**config.mk**
```make
export PLATFORM = sky130hd
export DESIGN_NAME = op_stream_deframer
export DESIGN_NICKNAME = d
export VERILOG_FILES = /design/src/rtl/op_stream_deframer.sv
export SDC_FILE = /design/constraint.sdc
export NUM_CORES = 1
export LEC_CHECK = 0
export CAP_MARGIN = 40
export CORE_ASPECT_RATIO = 1.1
export CORE_MARGIN = 4
export CORE_UTILIZATION = 52
export DETAILED_ROUTE_END_ITERATION = 6
export GPL_TIMING_DRIVEN = 0
export PLACE_DENSITY = 0.75
export SYNTH_ARGS = -nofsm -noshare
export SYNTH_HDL_FRONTEND = slang
export SYNTH_SLANG_ARGS = --single-unit
```
**constraint.sdc**
```tcl
create_clock -name clk -period 4.23 [get_ports clk]
set_clock_uncertainty 0.05 [all_clocks]
set_input_delay 0.423 -clock clk [delete_from_list [all_inputs] [get_ports clk]]
set_output_delay 0.423 -clock clk [all_outputs]
set_load 0.01 [all_outputs]
```
**src/rtl/op_stream_deframer.sv**
```systemverilog
// Serial deframer for the `op` bit stream: hunts a sync word, deserialises fixed-length frames
// and flywheels over isolated bad syncs. Optional macro DEFRAMER_PARITY_EN adds a per-word even-parity bit.
module op_stream_deframer #(
    parameter int               WIDTH       = 8,
    parameter logic [WIDTH-1:0] SYNC_WORD   = 8'hA5,
    parameter int               FRAME_WORDS = 4,
    parameter int               LOSS_LIMIT  = 2
) (
    input  logic             clk,
    input  logic             reset,
    input  logic             op_in,
    input  logic             bit_en,
    output logic [WIDTH-1:0] data_out,
    output logic             data_valid,
    output logic             frame_start,
    output logic             locked,
`ifdef DEFRAMER_PARITY_EN
    output logic             parity_err,
`endif
    output logic [7:0]       sync_err_cnt
);

`ifdef DEFRAMER_PARITY_EN
    localparam int WORD_BITS = WIDTH + 1;
`else
    localparam int WORD_BITS = WIDTH;
`endif
    // The live bit completes a word, so only WORD_BITS-1 earlier bits need holding.
    localparam int SHW = WORD_BITS - 1;
    localparam int BW  = $clog2(WORD_BITS + 1);
    localparam int FW  = $clog2(WIDTH + 1);
    localparam int WW  = (FRAME_WORDS > 1) ? $clog2(FRAME_WORDS) : 1;
    localparam int MW  = $clog2(LOSS_LIMIT + 1);

    typedef enum logic [1:0] {HUNT, PAYLOAD, CHECK} state_t;

    state_t           state_q, state_d;
    logic [SHW-1:0]   shift_q, shift_d;
    logic [FW-1:0]    fill_q, fill_d;
    logic [BW-1:0]    bit_q, bit_d;
    logic [WW-1:0]    word_q, word_d;
    logic [MW-1:0]    miss_q, miss_d;
    logic [7:0]       err_d;
    logic [WIDTH-1:0] dout_d;
    logic [WIDTH-1:0] cand;
    logic             dv_d, fs_d;
`ifdef DEFRAMER_PARITY_EN
    logic             perr_d;
`endif

    always_comb begin
        state_d = state_q;
        shift_d = shift_q;
        fill_d  = fill_q;
        bit_d   = bit_q;
        word_d  = word_q;
        miss_d  = miss_q;
        err_d   = sync_err_cnt;
        dout_d  = data_out;
        dv_d    = 1'b0;
        fs_d    = 1'b0;
`ifdef DEFRAMER_PARITY_EN
        perr_d  = 1'b0;
`endif
        cand    = {shift_q[WIDTH-2:0], op_in};
        if (bit_en) begin
            shift_d = cand[SHW-1:0];
            case (state_q)
                HUNT: begin
                    if (fill_q != FW'(WIDTH)) fill_d = fill_q + 1'b1;
                    if (fill_d == FW'(WIDTH) && cand == SYNC_WORD) begin
                        state_d = PAYLOAD;
                        bit_d   = '0;
                        word_d  = '0;
                        miss_d  = '0;
                    end
                end
                PAYLOAD: begin
                    if (bit_q == BW'(WORD_BITS - 1)) begin
                        bit_d = '0;
                        dv_d  = 1'b1;
                        fs_d  = (word_q == '0);
`ifdef DEFRAMER_PARITY_EN
                        dout_d = shift_q;
                        perr_d = ^{shift_q, op_in};
`else
                        dout_d = cand;
`endif
                        if (word_q == WW'(FRAME_WORDS - 1)) begin
                            word_d  = '0;
                            state_d = CHECK;
                        end else begin
                            word_d = word_q + 1'b1;
                        end
                    end else begin
                        bit_d = bit_q + 1'b1;
                    end
                end
                CHECK: begin
                    if (bit_q == BW'(WIDTH - 1)) begin
                        bit_d = '0;
                        if (cand == SYNC_WORD) begin
                            miss_d  = '0;
                            state_d = PAYLOAD;
                        end else begin
                            if (sync_err_cnt != 8'hFF) err_d = sync_err_cnt + 8'd1;
                            miss_d = miss_q + 1'b1;
                            // Too many consecutive misses: abandon the flywheel and re-hunt from scratch.
                            if (miss_d == MW'(LOSS_LIMIT)) begin
                                state_d = HUNT;
                                fill_d  = '0;
                            end else begin
                                state_d = PAYLOAD;
                            end
                        end
                    end else begin
                        bit_d = bit_q + 1'b1;
                    end
                end
                default: state_d = HUNT;
            endcase
        end
    end

    always_ff @(posedge clk or negedge reset) begin
        if (!reset) begin
            state_q      <= HUNT;
            shift_q      <= '0;
            fill_q       <= '0;
            bit_q        <= '0;
            word_q       <= '0;
            miss_q       <= '0;
            sync_err_cnt <= '0;
            data_out     <= '0;
            data_valid   <= 1'b0;
            frame_start  <= 1'b0;
            locked       <= 1'b0;
`ifdef DEFRAMER_PARITY_EN
            parity_err   <= 1'b0;
`endif
        end else begin
            state_q      <= state_d;
            shift_q      <= shift_d;
            fill_q       <= fill_d;
            bit_q        <= bit_d;
            word_q       <= word_d;
            miss_q       <= miss_d;
            sync_err_cnt <= err_d;
            data_out     <= dout_d;
            data_valid   <= dv_d;
            frame_start  <= fs_d;
            locked       <= (state_d != HUNT);
`ifdef DEFRAMER_PARITY_EN
            parity_err   <= perr_d;
`endif
        end
    end

endmodule

```
==> flow_metrics.tcl <==
set metrics [dict create \
    drt_wl_total_mm 4.385 \
    crit_type "reg2reg" \
    period_share_pct 58.90 \
    finalHoldViolCount 0 \
    timing.critical_path.arrival_ns 2.62 \
    clk_pin_slew_ns 0.08 \
    dr.pass1.iters 4 \
    p_per_area_mw_per_mm2 448.2 \
    worstReg2RegStart "fill_q[0]$_DFFE_PN0P_" \
    syn-num-nets 204 \
    place.gp.congestion 0.7614 \
    seq_area_frac_synth_pct 48.37 \
    core_mm2 0.003741 \
    dpl.hpwl_mm 3.289 \
    grt_use_total_pct 20.22 \
    synth_area_leaders "dfrtp_1 (48%), mux2_2 (8.7%), ha_1 (6.7%), nand3_1 (2.9%), inv_1 (2.4%)" \
    netlist_instances 189 \
    grt_pass1_wl_mm 7.672 \
    initial_core_util_pct 55.32 \
    clock_latency_ns 0.30 \
    via_per_inst 5.874 \
    vias 1586 \
    hp-class "reg2reg" \
    cts_setup_buffers 0 \
    htree_levels 2 \
    synth_commonest_cells "dfrtp_1 (40), mux2_2 (16), inv_1 (13)" \
    cts_tree "done" \
    yosys.cell_types.count 46 \
    dieArea_mm2 0.005054 \
    whs_ns 0.4464 \
    syn_avg_cell_area_um2 10.95 \
    cts_sinks 40 \
    port_buffers 22 \
    drt_iter0_markers 57 \
    synth_most_common_cell "dfrtp_1" \
    synth_top_area_share_pct 48.37 \
    critPathLaunchType "register" \
    rows 23 \
    rrSetupSlack_ns 1.74 \
    drv_cap 0 \
    die_h_um 74.17 \
    ys_ff_latch 40 \
    ioPinCount 23 \
    rr_endpoint "bit_q[2]$_DFFE_PN0P_" \
    max_freq_mhz 401.4 \
    layout-drive-gt1-share_pct 15.45 \
    cts_root_buf "clkbuf_8" \
    nets 235 \
    end_kind "register" \
    rsz0062_at_grt "false" \
    min_path_cells 1 \
    grt.overflow.total 0 \
    grt_max_degree 31 \
    period_needed_ns 2.492 \
    yosys_warnings 0 \
    grt_pass1_vias 1686 \
    finalMaxSlewViolations 0 \
    n_fill_cell 309 \
    syn_area_mm2 0.002069 \
    synthFlopType "dfrtp_1" \
    worst-r2r-cell-count 9 \
    vdd_drop_max_uv 250.9 \
    power_leakage_uw 0.001150 \
    antennaDiodeCount 0 \
    clockBufferDepth 2 \
    synth-edff-count 0 \
    cp_max_fo 9 \
    min_from "sync_err_cnt[5]$_DFFE_PN0P_" \
    postRouteAntennaNets 0 \
    min_to "sync_err_cnt[5]$_DFFE_PN0P_" \
    async_flop_share_pct 100.0 \
    worstMarginPinSlew_ns 0.5519 \
    antenna_found_initial 0 \
    finalSetupTns_ns 0 \
    status "completed" \
    wl_per_cell_um 16.24 \
    die_width_um 68.15 \
    drc 0 \
    required_ns 4.35 \
    relSlewSlack_pct 63.21 \
    synth_top_area_cell "dfrtp_1" \
    numCtsBuffers 5 \
    finalSetupViolCount 0 \
    syn_to_final_growth_pct 18.80 \
]
==> where the power goes <==
part | switching, uW | total (uW) | internal [uW]
sequential | 73.3 | 526 | 453
clock | 129 | 240 | 112
combinational | 171 | 335 | 164
total | 373 | 1100 | 729
==> worst max-delay path: stages, from the launching register on <==
cell      delay [ns]
dfrtp_1         0.38
buf_2           0.17
inv_1           0.06
ha_1            0.17
nand2_2         0.08
o32a_1          0.31
a2111o_1        0.43
buf_6           0.15
a21o_1          0.21
a221o_1         0.36
==> through the flow <==
stage	area, um2	util (%)	setup WS [ns]	total power (uW)	instances
after floorplan	2069	-	1.921	760.1	189
after global placement	2352	62.88	1.592	831.2	261
after detailed placement	2367	63.28	1.559	866.9	262
after CTS	2459	65.72	1.719	1110	270
after global routing	2459	65.72	1.603	1180	270
final	2459	65.72	1.738	1102	270
==> flip-flops by register name, summed over array words and instances, names as in the netlist <==
| register | cells |
|---|---|
| data_out | 8 |
| miss_q | 2 |
| fill_q | 4 |
| word_q | 2 |
| state_q | 2 |
| data_valid | 1 |
| bit_q | 4 |
| frame_start | 1 |
| sync_err_cnt | 8 |
| shift_q | 7 |
| locked | 1 |
==> per-layer routing <==
metal | routed length (um) | vias to the layer above | global-route usage, %
li1 | - | 744 | -
met1 | 1788 | 797 | 23.04
met2 | 2313 | 35 | 35.65
met3 | 191 | 10 | 5.740
met4 | 92 | 0 | 7.506
met5 | 0 | - | 0
==> repair_timing <==
item	4_1_cts	5_1_grt
resized for setup	0	0
hold buffers	1	0
endpoints found under the setup margin	0	0
hold endpoints to repair	10	0
==> final cells by class <==
cell class | instances | area [um2] | area share, %
clock buffers | 5 | 68.82 | 2.799
plain buffers | 7 | 36.28 | 1.476
multi-input cells | 129 | 983.4 | 40.00
clock inverters | 2 | 12.51 | 0.5089
well taps | 50 | 62.56 | 2.545
inverters | 13 | 48.80 | 1.985
flip-flops and latches | 40 | 1001 | 40.71
repair buffers | 24 | 245.2 | 9.975
==> placed cells by master, fill, tap and decap left out, types with 4 or more instances in the layout <==
cell type	synthesis	routed
ha_1	11	11
nand2b_1	5	5
clkbuf_8	0	5
clkbuf_1	4	4
xor2_1	4	4
a21oi_1	8	8
nand2_1	11	11
mux2_2	16	16
inv_1	13	13
nor2_1	8	8
dfrtp_1	40	40
nand3_1	12	12
clkdlybuf4s50_1	0	21
a21o_1	4	4
==> how the worst max path moves through the flow <==
stage	endpoint	start	slack, ns
floorplan	bit_q[2]$_DFFE_PN0P_	fill_q[0]$_DFFE_PN0P_	1.92
global placement	bit_q[0]$_DFFE_PN0P_	op_in	1.59
detailed placement	bit_q[2]$_DFFE_PN0P_	op_in	1.56
CTS	bit_q[0]$_DFFE_PN0P_	fill_q[0]$_DFFE_PN0P_	1.72
global route	bit_q[0]$_DFFE_PN0P_	fill_q[0]$_DFFE_PN0P_	1.60
finish	bit_q[2]$_DFFE_PN0P_	fill_q[0]$_DFFE_PN0P_	1.74
==> logic make-up after synthesis <==
group / after synthesis / synth area share (%)
and+or+nand+nor: 58 / 15.42
xor gates and xnor gates: 7 / 2.963
muxes: 17 / 9.190
DFF: 40 / 48.37
adders and majority gates: 11 / 6.650
AOI/OAI and AO/OA: 36 / 13.30
buffers and inverters: 20 / 4.111
No activity file was read; power rests on OpenSTA's default activity.
